**src/rtl/bw_pkg.sv**
```systemverilog
// Shared definitions for the sequential Baugh-Wooley multiplier.
// Latency: n/a (types, constants and a constant function only).
// Backpressure: n/a.
// Contents: FSM state enum and its encoding width, and bw_corr(), the
// accumulator preload that makes the inverted-row sum equal the signed product.
package bw_pkg;

  localparam int STATE_W = 2;

  typedef enum logic [STATE_W-1:0] {
    IDLE = 2'd0,
    RUN  = 2'd1,
    DONE = 2'd2
  } bw_state_t;

  // Baugh-Wooley correction: 2^width + 2^(2*width-1).
  // Returned in 64 bits, which covers every width up to 32.
  function automatic logic [63:0] bw_corr(input int width);
    logic [63:0] c;
    c = (64'd1 << width) | (64'd1 << (2 * width - 1));
    return c;
  endfunction

endpackage

```
**src/rtl/bw_pp_row.sv**
```systemverilog
// One partial-product row of a Baugh-Wooley multiplier (AND / NAND cells).
// Latency: combinational.
// Backpressure: none; pure function of its inputs.
// Ports: a (multiplicand), b_bit (the multiplier bit for this row),
//        signed_mode, is_last_row (row index is WIDTH-1), row (output bits).
module bw_pp_row
  import bw_pkg::*;
#(
  parameter int WIDTH = 8
) (
  input  logic [WIDTH-1:0] a,
  input  logic             b_bit,
  input  logic             signed_mode,
  input  logic             is_last_row,
  output logic [WIDTH-1:0] row
);

  // In signed mode the cell becomes a NAND when exactly one of "top column"
  // and "last row" holds; the sign-bit x sign-bit cell stays a plain AND.
  for (genvar i = 0; i < WIDTH; i++) begin : g_cell
    localparam logic TOP_COL = (i == WIDTH - 1);
    assign row[i] = (a[i] & b_bit) ^ (signed_mode & (TOP_COL ^ is_last_row));
  end

endmodule

```
**src/rtl/bw_seq_multiplier.sv**
```systemverilog
// Sequential Baugh-Wooley multiplier: one partial-product row retired per clock.
// Latency: WIDTH+1 cycles from start acceptance to the done pulse.
// Backpressure: start is ignored while busy; accepted again the cycle after done.
// Ports: clk, rst (sync, active high), start, signed_mode, a, b (sampled with start),
//        busy, done (one-cycle pulse), product (2*WIDTH, held until the next done).
// WIDTH is limited to 2..32 by the 64-bit correction constant.
module bw_seq_multiplier
  import bw_pkg::*;
#(
  parameter int WIDTH = 8
) (
  input  logic               clk,
  input  logic               rst,
  input  logic               start,
  input  logic               signed_mode,
  input  logic [WIDTH-1:0]   a,
  input  logic [WIDTH-1:0]   b,
  output logic               busy,
  output logic               done,
  output logic [2*WIDTH-1:0] product
);

  localparam int PW    = 2 * WIDTH;
  localparam int CNT_W = (WIDTH > 2) ? $clog2(WIDTH) : 1;
  localparam logic [PW-1:0]    CORR     = PW'(bw_corr(WIDTH));
  localparam logic [CNT_W-1:0] LAST_ROW = CNT_W'(WIDTH - 1);

  bw_state_t        state;
  bw_state_t        state_next;
  logic [WIDTH-1:0] a_q;
  logic [WIDTH-1:0] b_q;
  logic             mode_q;
  logic [PW-1:0]    acc;
  logic [CNT_W-1:0] cnt;
  logic [WIDTH-1:0] row;
  logic [PW-1:0]    acc_sum;
  logic             last_row;

  assign last_row = (cnt == LAST_ROW);

  bw_pp_row #(
    .WIDTH(WIDTH)
  ) u_row (
    .a           (a_q),
    .b_bit       (b_q[cnt]),
    .signed_mode (mode_q),
    .is_last_row (last_row),
    .row         (row)
  );

  // Row j carries weight 2^j; carries past bit PW-1 are dropped (mod 2^PW).
  assign acc_sum = acc + (PW'(row) << cnt);

  always_comb begin
    state_next = state;
    case (state)
      IDLE:    if (start) state_next = RUN;
      RUN:     if (last_row) state_next = DONE;
      DONE:    state_next = IDLE;
      default: state_next = IDLE;
    endcase
  end

  always_ff @(posedge clk) begin
    if (rst) begin
      state   <= IDLE;
      a_q     <= '0;
      b_q     <= '0;
      mode_q  <= 1'b0;
      acc     <= '0;
      cnt     <= '0;
      product <= '0;
    end else begin
      state <= state_next;
      case (state)
        IDLE: begin
          if (start) begin
            a_q    <= a;
            b_q    <= b;
            mode_q <= signed_mode;
            acc    <= signed_mode ? CORR : '0;
            cnt    <= '0;
          end
        end
        RUN: begin
          acc <= acc_sum;
          if (last_row) begin
            cnt     <= '0;
            // Publish on the edge into DONE so the result is visible
            // in the same cycle that done is high.
            product <= acc_sum;
          end else begin
            cnt <= cnt + 1'b1;
          end
        end
        default: ;
      endcase
    end
  end

  assign busy = (state != IDLE);
  assign done = (state == DONE);

endmodule
```
**config.mk**
```make
export PLATFORM = sky130hd
export DESIGN_NAME = bw_seq_multiplier
export DESIGN_NICKNAME = d
export VERILOG_FILES = /design/src/rtl/bw_pkg.sv /design/src/rtl/bw_pp_row.sv /design/src/rtl/bw_seq_multiplier.sv
export SDC_FILE = /design/constraint.sdc
export NUM_CORES = 1
export LEC_CHECK = 0
export BUFFER_PORTS_ARGS = -buffer_cell sky130_fd_sc_hd__buf_2
export CAP_MARGIN = 20
export CORE_MARGIN = 5
export CORE_UTILIZATION = 49
export DETAILED_ROUTE_END_ITERATION = 12
export HOLD_SLACK_MARGIN = 0.05
export PLACE_DENSITY_LB_ADDON = 0.08
export SYNTH_ARGS = -nofsm -noshare
export SYNTH_HDL_FRONTEND = slang
export SYNTH_SLANG_ARGS = --single-unit
```
**constraint.sdc**
```tcl
create_clock -name clk -period 4.8 [get_ports clk]
set_input_delay 0.48 -clock clk [delete_from_list [all_inputs] [get_ports clk]]
set_output_delay 0.48 -clock clk [all_outputs]
set_load 0.005 [all_outputs]
```
[After elaboration in Yosys (flattened, before gate mapping)]
Cells that the tools add are included.
Operators by class
  $add $sub $neg: 2
  multiply operators: 0
  div/mod/pow operators: 0
  $lt $le $gt $ge: 1
  equality and inequality tests: 5
  shift-type cells: 1
  multiplexer cells: 11
  bitwise logic cells: 19
  reduce and logical (&&, ||, !) cells: 7
Operator list (count)
  two-way mux 16 bit: 2
  one-hot mux 16 bit (2 select lines): 1
  adder 16 bit: 1
  left shift 8 x 3 -> 16 bit: 1
  bitwise AND 1 bit: 10
  AND reduction 2 bit: 4
  XOR 1 bit: 8
  two-way mux 3 bit: 2
  one-hot mux 3 bit (2 select lines): 1
  less-than comparator 3 x 4 -> 1 bit, second input constant: 1
  two-way mux 2 bit: 2
  one-hot mux 2 bit (2 select lines): 1
  nonzero test 2 bit: 2
  adder 3 x 1 -> 3 bit, second input constant: 1
  binary-select mux 1 bit (select 3 bit): 1
  == test 3 bit, second input constant: 1
  == test 2 x 1 -> 1 bit, second input constant: 1
  == test 2 bit, second input constant: 1
  zero test 2 bit: 1
  inequality test 2 x 1 -> 1 bit, second input constant: 1
  inequality test 2 bit, second input constant: 1
  two-way mux 1 bit: 1
  inverter 1 bit: 1
Word-level totals
  flip-flop bits (word level): 54
  latch bits: 0
  RAM bits: 0
  ROM bits: 0
  output and inout bits: 18
  memories kept: 0

[Depth between registers and ports, before layout]
  word-level depth: 7
  depth in mapped cells: 17
  gate-level depth less buffers: 15

[By module]
A second synthesis with hierarchy kept.
Second synthesis, totals
  cell total of the unflattened synthesis: 398
  area total of the unflattened synthesis: 3151.8 µm²
By module, submodules not included
  bw_seq_multiplier: times used 1, cells an instance 379, area an instance 3024.2 µm²
  bw_pp_row: times used 1, cells an instance 19, area an instance 127.6 µm²

[Least setup slack after synthesis]
No wires, ideal clock.
  kind: flip-flop to flip-flop
  start point: register cnt[0]
  end point: register product[11]
  library setup time: 0.118 ns
  data arrival time: 3.245 ns
  setup slack: 1.436 ns
  cell stages (with the launch flop): 14
  path buffers: 1
  clock period less this slack: 3.364 ns
  cell sequence: dfxtp_1 buf_6 mux4_2 mux2i_4 nor2_1 xnor2_1 nor3_1 ha_1 a21o_1 a211o_1 o31ai_1 and2b_1 xor2_1 o21ai_1
On the way
  word-level cells in the longest chain between the ends: 6
  elaborated cells on any way between the ends: 25
  classes of those cells: 1 x add/sub; 1 x eq/ne; 1 x shift; 2 x mux; 19 x bitwise; 1 x reduce/logical
Ends and longest elaborated chain
  start: declaration: line bw_seq_multiplier.sv:34  | logic [CNT_W-1:0] cnt;
  start signal: assignment: line bw_seq_multiplier.sv:93  | cnt <= cnt + 1'b1;
  binary-select mux 1 bit (select 3 bit) / == test 3 bit (equally long branches): line bw_seq_multiplier.sv:45, bw_seq_multiplier.sv:39
  two-way mux 1 bit (not written as such) / inverter 1 bit (equally long branches)
  bitwise AND 1 bit: line bw_pp_row.sv:22  | assign row[i] = (a[i] & b_bit) ^ (signed_mode & (TOP_COL ^ is_last_row));
  XOR 1 bit: line bw_pp_row.sv:22
  left shift 8 x 3 -> 16 bit: line bw_seq_multiplier.sv:52  | assign acc_sum = acc + (PW'(row) << cnt);
  adder 16 bit: line bw_seq_multiplier.sv:52
  end signal: assignment: line bw_seq_multiplier.sv:91  | product <= acc_sum;
  end: declaration: line bw_seq_multiplier.sv:20  | output logic [2*WIDTH-1:0] product
Parallel ways exist; a longest one is shown, timed or not. The select of a mux whose other input is x is not followed.
A chain may end at the register's enable or synchronous reset.

[Worst setup path in the final report]
Same ends and word-level chain as after synthesis.

==> results.txt <==
fmax - 0.2433 GHz
DP Area - 3761 µm²
Die ar. - 9032 µm²
share of cells above drive strength 1 - 0.1297
Crit. End Element - flop
Die Span Y - 95.04 µm
Final Cycle Share - 0.8564
# rows - 31
first-pass GRT wire length - 14110 µm
Post-Syn Area - 3543 µm²
sequential area share after synthesis - 0.3051
final slew viol count - 0
Post-synth ARST share - 0
final instance area - 3887 µm²
CTS Buf Count - 5
Total Wirelength - 8384 µm
Post-synth EDFFs - 0
Hold Fails Final Rpt - 0
Routed Antenna Nets - 0
number of remaining DRC errors - 0
number of distinct library cells after synthesis - 58
worst hold path class - input port to flop
Starting Density - 0.4965
Syn Nets - 499
relative slew slack - 0.4728
mean post-synth cell area - 7.720 µm²
initial antenna violation count - 0
final setup TNS - 0 ns
critical path peak fanout - 10
Post-CTS Hold Buffers - 0
clk sinks - 54
Mapped Cells - 459
die width - 95.04 µm
area grow syn2layout - 9.711%
CTS Root Cell - clkbuf_8
gr usage total - 0.1951
Via Count - 3285
Max VDD drop - 0.1630 mV
RR Startpoint - cnt[0]
Setup CP Type - flop to flop
worst skew pair latency - 0.31 ns
H-Tree Depth - 2
worst-case clock buffer depth - 2
Placer Congestion - 0.8832
DRT Pass-1 Iters - 4
clock-pin slew on the worst setup and hold paths - 0.10 ns
register bit total from synthesis - 54
placed insts - 568
DR iter-0 viols - 167
CTS tree - built
R2R depth - 12
grt total ovfl - 0
vias in the first global route - 3021
post-cts resize count - 0
antenna cell count - 0
RSZ-0062 raised after global routing - false
# nets final - 517
Crit Reg-Reg Endpoint - product[11]
Synth Flop Type - dfxtp_1
core area - 7137 µm²
vias per cell - 5.693
Final Util - 0.5447
commonest non-fill, non-tap cell in the layout - nand2_1
num ports - 38
pin count of the biggest net entering global routing - 69
Tot Pwr - 907.5 µW
most frequent cells in the layout - 86 x nand2_1, 55 x a21oi_1, 54 x dfxtp_1, 37 x buf_2, 27 x nor2_1
IO Port Bufs - 37
Yosys warning total - 0
Reg2Reg Setup Slack - 0.69 ns
Worst Setup EP - product[11]
final setup vio count - 0
outcome - completed
Tmin final - 4.111 ns
CP arrival - 4.31 ns
Setup Fix Bufs, Post-CTS - 0
wire per inst - 14.53 µm
Worst EP required - 5.00 ns
final std cells w/o fill - 577
Worst Clk Skew - 0.006637 ns
worst slew pin tran - 0.7889 ns
Final HPWL DP - 5923 µm
CP startpoint - cnt[0]
power density cells - 233.5 nW/µm²
leakage dissipation - 1.508 nW
CP Launch Type - flop
max cap viols - 0
==> stage by stage <==
stage / setup WS (ns) / hold WS [ns]
after floorplan: 1.437 / 0.4414
after global placement: 0.7580 / 0.4397
after detailed placement: 0.6957 / 0.4448
after CTS: 0.6741 / 0.3873
after global routing: 0.4168 / 0.3788
final: 0.6893 / 0.3927
==> how the worst min path moves through the flow <==
stage          depth (start not counted)          end        start
6_report                               3       b_q[7]         b[7]
5_1_grt                                3       b_q[7]         b[7]
4_1_cts                                3       b_q[7]         b[7]
3_5_place_dp                           2  product[10]  product[10]
3_3_place_gp                           2  product[10]  product[10]
2_1_floorplan                          2       b_q[5]       b_q[5]
==> flip-flops by register name (all words and copies together), names as in the netlist <==
signal and cells:
a_q 8, acc 16, b_q 8, cnt 3
mode_q 1, product 16, state 2
==> cell families after synthesis <==
logic type,count (synthesis),share of synthesized area
AOI/OAI and AO/OA,124,0.2179
xor gates and xnor gates,17,0.04414
adders and majority gates,20,0.07274
buffers and inverters,39,0.04484
DFF,54,0.3051
muxes,13,0.05755
and+or+nand+nor,192,0.2578
==> worst max-delay path, stage by stage (launching register included) <==
cell and delay, ns:
dfxtp_1 0.55, mux4_1 0.68, mux2i_4 0.32, a211oi_1 0.12
xnor2_1 0.27, o22ai_1 0.16, ha_1 0.34, and3_1 0.20
a211o_1 0.35, o31ai_1 0.43, and2b_1 0.31, xor2_1 0.17
o21ai_1 0.09
==> cells in the mapped netlist, types with 8 or more instances <==
cell type / n / share of area
xnor2_1: 14 / 0.035
nand2_1: 86 / 0.091
o21ai_1: 8 / 0.011
nand3_1: 18 / 0.025
nand2b_1: 9 / 0.016
ha_1: 19 / 0.067
nor3_1: 16 / 0.023
a21oi_1: 55 / 0.078
nor2_1: 27 / 0.029
a211oi_1: 9 / 0.019
o21ai_0: 9 / 0.013
dfxtp_1: 54 / 0.31
clkbuf_1: 27 / 0.029
==> metal layers <==
layer | routed length, µm | up-vias | GRT usage
met3 | 343 | 6 | 0.02920
met4 | 86 | 0 | 0.04928
met1 | 4024 | 1549 | 0.2634
met5 | 0 | - | 0
li1 | - | 1676 | -
met2 | 3929 | 54 | 0.3265
==> final cells by class <==
type | instances | area, µm²
fillers | 720 | 3249
multi-input cells | 366 | 2303
flip-flops and latches | 54 | 1081
repair buffers | 44 | 250.2
well taps | 99 | 123.9
clock buffers | 7 | 76.32
clock inverters | 1 | 30.03
inverters | 6 | 22.52
==> power breakdown <==
part,internal (mW),switching [mW]
Combinational,0.0495,0.0757
Clock,0.157,0.153
Sequential,0.460,0.0127
Total,0.666,0.241
No activity file was read; power rests on OpenSTA's default activity.
